$ cat src/rtl/ps2_rx_byte.sv
// PS/2 frame receiver: synchronizes and de-glitches the raw pins, decodes
// start/8 data/odd parity/stop frames and strobes out each good byte.
module ps2_rx_byte #(
  parameter int FILTER_LEN     = 8,
  parameter int TIMEOUT_CYCLES = 100000
) (
  input  logic       clock,
  input  logic       reset,
  input  logic       ps2_clk,
  input  logic       ps2_data,
  output logic [7:0] data_out,
  output logic       data_valid,
  output logic       parity_err,
  output logic       frame_err,
  output logic       busy
);

  localparam int            TW       = (TIMEOUT_CYCLES > 2) ? $clog2(TIMEOUT_CYCLES) : 1;
  localparam logic [7:0]    FILT_MAX = 8'(FILTER_LEN - 1);
  localparam logic [TW-1:0] TMO_MAX  = TW'(TIMEOUT_CYCLES - 1);

  typedef enum logic [1:0] {IDLE, DATA, PARITY, STOP} state_t;

  logic          s1_clk, s2_clk, s1_data, s2_data;
  logic          filt_clk, filt_clk_d;
  logic [7:0]    filt_cnt;
  logic          fall;

  state_t        state, state_d;
  logic [7:0]    shreg, shreg_d;
  logic [2:0]    bit_cnt, bit_cnt_d;
  logic          par_ok, par_ok_d;
  logic [TW-1:0] tmo_cnt, tmo_cnt_d;
  logic [7:0]    data_out_d;
  logic          data_valid_d, parity_err_d, frame_err_d;

  // NOTE: every flop below uses non-blocking assignment so all registers
  // update from the same pre-edge values, independent of statement order.
  always_ff @(posedge clock) begin
    if (reset) begin
      s1_clk  <= 1'b1;
      s2_clk  <= 1'b1;
      s1_data <= 1'b1;
      s2_data <= 1'b1;
    end else begin
      s1_clk  <= ps2_clk;
      s2_clk  <= s1_clk;
      s1_data <= ps2_data;
      s2_data <= s1_data;
    end
  end

  // filt_clk only follows s2_clk after FILTER_LEN consecutive differing samples.
  always_ff @(posedge clock) begin
    if (reset) begin
      filt_clk   <= 1'b1;
      filt_clk_d <= 1'b1;
      filt_cnt   <= 8'd0;
    end else begin
      filt_clk_d <= filt_clk;
      if (s2_clk == filt_clk) begin
        filt_cnt <= 8'd0;
      end else if (filt_cnt == FILT_MAX) begin
        filt_clk <= s2_clk;
        filt_cnt <= 8'd0;
      end else begin
        filt_cnt <= filt_cnt + 8'd1;
      end
    end
  end

  assign fall = filt_clk_d & ~filt_clk;

  // NOTE: every variable driven here gets a default first, so no path can
  // leave one unassigned and infer a latch.
  always_comb begin
    state_d      = state;
    shreg_d      = shreg;
    bit_cnt_d    = bit_cnt;
    par_ok_d     = par_ok;
    data_out_d   = data_out;
    data_valid_d = 1'b0;
    parity_err_d = 1'b0;
    frame_err_d  = 1'b0;
    tmo_cnt_d    = (fall || state == IDLE) ? '0 : tmo_cnt + 1'b1;

    if (fall) begin
      unique case (state)
        IDLE: begin
          if (!s2_data) begin
            state_d   = DATA;
            bit_cnt_d = 3'd0;
          end
        end
        DATA: begin
          shreg_d   = {s2_data, shreg[7:1]};
          bit_cnt_d = bit_cnt + 3'd1;
          if (bit_cnt == 3'd7) state_d = PARITY;
        end
        PARITY: begin
          par_ok_d = ^shreg ^ s2_data;
          state_d  = STOP;
        end
        STOP: begin
          // A bad stop bit reports only as a framing error, whatever the parity.
          if (!s2_data) begin
            frame_err_d = 1'b1;
          end else if (par_ok) begin
            data_out_d   = shreg;
            data_valid_d = 1'b1;
          end else begin
            parity_err_d = 1'b1;
          end
          state_d = IDLE;
        end
        default: state_d = IDLE;
      endcase
    end else if (state != IDLE && tmo_cnt == TMO_MAX) begin
      state_d     = IDLE;
      frame_err_d = 1'b1;
    end
  end

  always_ff @(posedge clock) begin
    if (reset) begin
      state      <= IDLE;
      busy       <= 1'b0;
      shreg      <= 8'd0;
      bit_cnt    <= 3'd0;
      par_ok     <= 1'b0;
      tmo_cnt    <= '0;
      data_out   <= 8'd0;
      data_valid <= 1'b0;
      parity_err <= 1'b0;
      frame_err  <= 1'b0;
    end else begin
      state      <= state_d;
      busy       <= (state_d != IDLE);
      shreg      <= shreg_d;
      bit_cnt    <= bit_cnt_d;
      par_ok     <= par_ok_d;
      tmo_cnt    <= tmo_cnt_d;
      data_out   <= data_out_d;
      data_valid <= data_valid_d;
      parity_err <= parity_err_d;
      frame_err  <= frame_err_d;
    end
  end

endmodule

$ cat config.mk
export PLATFORM = sky130hd
export DESIGN_NAME = ps2_rx_byte
export DESIGN_NICKNAME = d
export VERILOG_FILES = /design/src/rtl/ps2_rx_byte.sv
export SDC_FILE = /design/constraint.sdc
export NUM_CORES = 1
export LEC_CHECK = 0
export ABC_AREA = 1
export ABC_CLOCK_PERIOD_IN_PS = 2500
export BUFFER_PORTS_ARGS = -buffer_cell sky130_fd_sc_hd__buf_2
export CORE_MARGIN = 1
export CORE_UTILIZATION = 40
export CTS_CLUSTER_SIZE = 20
export DETAILED_ROUTE_END_ITERATION = 7
export GPL_TIMING_DRIVEN = 0
export SLEW_MARGIN = 20
export SYNTH_ARGS = -nofsm -noshare
export SYNTH_HDL_FRONTEND = slang
export SYNTH_SLANG_ARGS = --single-unit
export TNS_END_PERCENT = 30
$ cat constraint.sdc
create_clock -name clock -period 2.5 [get_ports clock]
set_clock_uncertainty 0.05 [all_clocks]
set_input_delay 0.5 -clock clock [delete_from_list [all_inputs] [get_ports clock]]
set_output_delay 0.5 -clock clock [all_outputs]
set_load 0.02 [all_outputs]
==> impl_metrics.yaml <==
outcome:
  status: "finished clean"
sta:
  whs_ns: 0.289
  setup-violations-final: 0
  rsz0062_at_grt: "false"
  hold_violations: 0
  worst_pin_slew_ns: 0.436
  fin_setup_tns_ns: 0
  setup_slack_ns: 0.934
  period_share: 0.626
  clock.fmax_mhz: 639
  slew_violations: 0
  max_slew_margin: 0.709
  period_needed_ns: 1.57
global_route:
  grt_antenna_before_repair: 0
  grt_start_max_net_pins: 12
  grt_pass1_vias: 1875
  grt_usage: 0.164
  gr-total-overflow: 0
  grt_pass1_wl_mm: 8.10
placed_design:
  place.gp.congestion: 0.803
  place.port_buffers: 15
  hpwl_mm: 3.48
  dp.cells: 422
  dp_slack_ns: 0.830
logic_synthesis:
  yosys-top-cells-area: "dfxtp_1 (45%), nand2_1 (11%), a21oi_1 (6.6%), inv_1 (6.4%), o21ai_0 (5.2%)"
  yosysTopAreaCell: "dfxtp_1"
  synth_common_cells: "nand2_1 (71), dfxtp_1 (57), inv_1 (43), a21oi_1 (33), nor2_1 (27)"
  syn_area_um2: 2510
  synth_most_common_cell: "nand2_1"
  synth_top_family_by_area: "simple AND/OR/NAND/NOR gates"
  synth-xor-area-share: 0.00697
  syn_avg_cell_area_um2: 7.57
  synthAdderAreaFrac: 0.0199
  synth-main-ff-cell: "dfxtp_1"
  synth_compound_area_frac: 0.149
  synth_enable_flop_cells: 0
  synth_warnings: 0
  synth.net_count: 340
  synth_seq_cells: 57
  synthArstFlopShare: 0
  synthSimpleGateAreaFrac: 0.286
  synth_top_area_frac: 0.454
  seq_area_frac_synth: 0.454
  syn_inst: 332
  yosysUniqueCellTypes: 35
  yosys-mux-area-fraction: 0
worst_setup_path:
  cp-start-kind: "flip-flop"
  worstPathMaxFanout: 6
  endpoint_kind: "flip-flop"
  required_ns: 2.68
  r2r_start: "tmo_cnt[0]"
  crit_arrival_ns: 1.74
  r2r-end: "tmo_cnt[16]"
  ff2ff_setup_slack_ns: 0.93
  r2r_cells: 8
  worst-setup-path-type: "flip-flop to flip-flop"
clock_network:
  cts_setup_buffers: 0
  cts.path.max_buffers: 2
  cts-root-buf: "clkbuf_8"
  cts_buffers: 9
  cts_tree: "built"
  cts.sinks: 57
  ctsHoldBuffers: 0
  ctsHtreeMaxLevel: 3
  clock_latency_ns: 0.34
  post_cts_resize_count: 0
  clkTransAtPathRegs_ns: 0.07
finish:
  fin_cells: 438
  syn_to_final_growth_pct: 13.5
  drive_gt1_frac: 0.163
  antenna_cells: 0
  num-fill-cells: 607
  finalNetCount: 366
floorplanning:
  die_w_um: 81.3
  die_h_um: 81.3
  rows: 28
  die_area_um2: 6600
  start_util: 0.420
  io_pins: 16
  core_um2: 5990
power_and_ir_drop:
  power_mw: 1.67
  power.density_nw_per_um2: 587
  vdd_ir_drop_max_v: 0.000545
  p_leak_nw: 1.16
route:
  wire_per_inst_um: 10.9
  antenna_left: 0
  vias: 2091
  route.detailed.drc: 0
  drt_wl_total_mm: 4.77
  viasPerCell: 4.77
  initialDrtViolationCount: 81
  firstDrtPassIters: 4
min_path:
  min_to: "s1_data"
  min_path_type: "primary input to flip-flop"
  hold_start: "ps2_data"
  hold_depth: 2
run:
  drv_cap: 0
cell usage in the layout, fill, tap and decap left out, types with 2 or more instances in the layout:
cell type	count
nand4_1	4
xnor2_1	2
o21ai_2	2
a21oi_1	33
clkinv_2	3
nor2_1	27
buf_2	15
clkinvlp_4	3
nand3_1	16
inv_1	43
ha_1	4
clkbuf_8	9
dfxtp_1	57
nor4_1	2
o21ai_0	26
a31oi_1	2
nand2_1	71
inv_2	2
nor3_1	9
a21oi_2	2
nor2_4	4
or2_2	5
nand3_2	5
final cells by class:
cell class	count	area, um^2	area share
clock buffer	9	124	0.0434
tap	75	93.8	0.0329
inverter	47	179	0.0627
multi-input combinational	223	1160	0.407
buffer	5	31.3	0.0110
clock inverter	7	46.3	0.0162
sequential	57	1140	0.400
timing repair buffer	15	75.1	0.0263
power by group:
| part | switching (mW) | total [mW] | internal (mW) |
|---|---|---|---|
| combinational | 0.0165 | 0.0249 | 0.00837 |
| sequential | 0.00226 | 0.914 | 0.911 |
| clock | 0.379 | 0.735 | 0.356 |
| total | 0.398 | 1.67 | 1.28 |
worst max-delay path, cell delays in order, from the launching register on:
cell and delay (ns):
dfxtp_1 0.37, ha_1 0.22, nand3_2 0.14, nor2_4 0.17, nand3_2 0.13, nor2_4 0.18
nand4_1 0.10, nand2_1 0.07, nor2_1 0.04
how the worst max path moves through the flow:
stage / cells after the start / end / startpoint
finish: 8 / tmo_cnt[16] / tmo_cnt[0]
global route: 8 / busy / tmo_cnt[0]
CTS: 8 / busy / tmo_cnt[0]
detailed placement: 6 / tmo_cnt[5] / reset
global placement: 7 / tmo_cnt[10] / reset
floorplan: 8 / tmo_cnt[16] / tmo_cnt[0]
layer usage:
metal	global-route usage	routed length [um]	vias up
met5	0	0	-
met4	0.0696	70	0
met3	0.0607	159	5
met2	0.258	2110	25
met1	0.201	2420	922
li1	-	-	1139
logic make-up (layout without fill, tap and decap cells):
kind of cell             Yosys count  count (layout)
AND/OR/NAND/NOR                  148             148
AO/OA/AOI/OAI                     69              69
flip-flops                        57              57
buffers and inverters             52              83
adder cells (fa/ha/maj)            4               4
XOR/XNOR                           2               2
registers in the layout (all words and copies together) (netlist names), 2 cells and up:
signal and cells:
bit_cnt 3, data_out 8, filt_cnt 8, shreg 8, state 2, tmo_cnt 17
stage by stage:
stage / cell area (um^2) / utilization
floorplan: 2510 / -
finish: 2850 / 0.476
CTS: 2850 / 0.476
detailed placement: 2680 / 0.448
global placement: 2680 / 0.448
global route: 2850 / 0.476
Power figures use the tool's default switching activity.
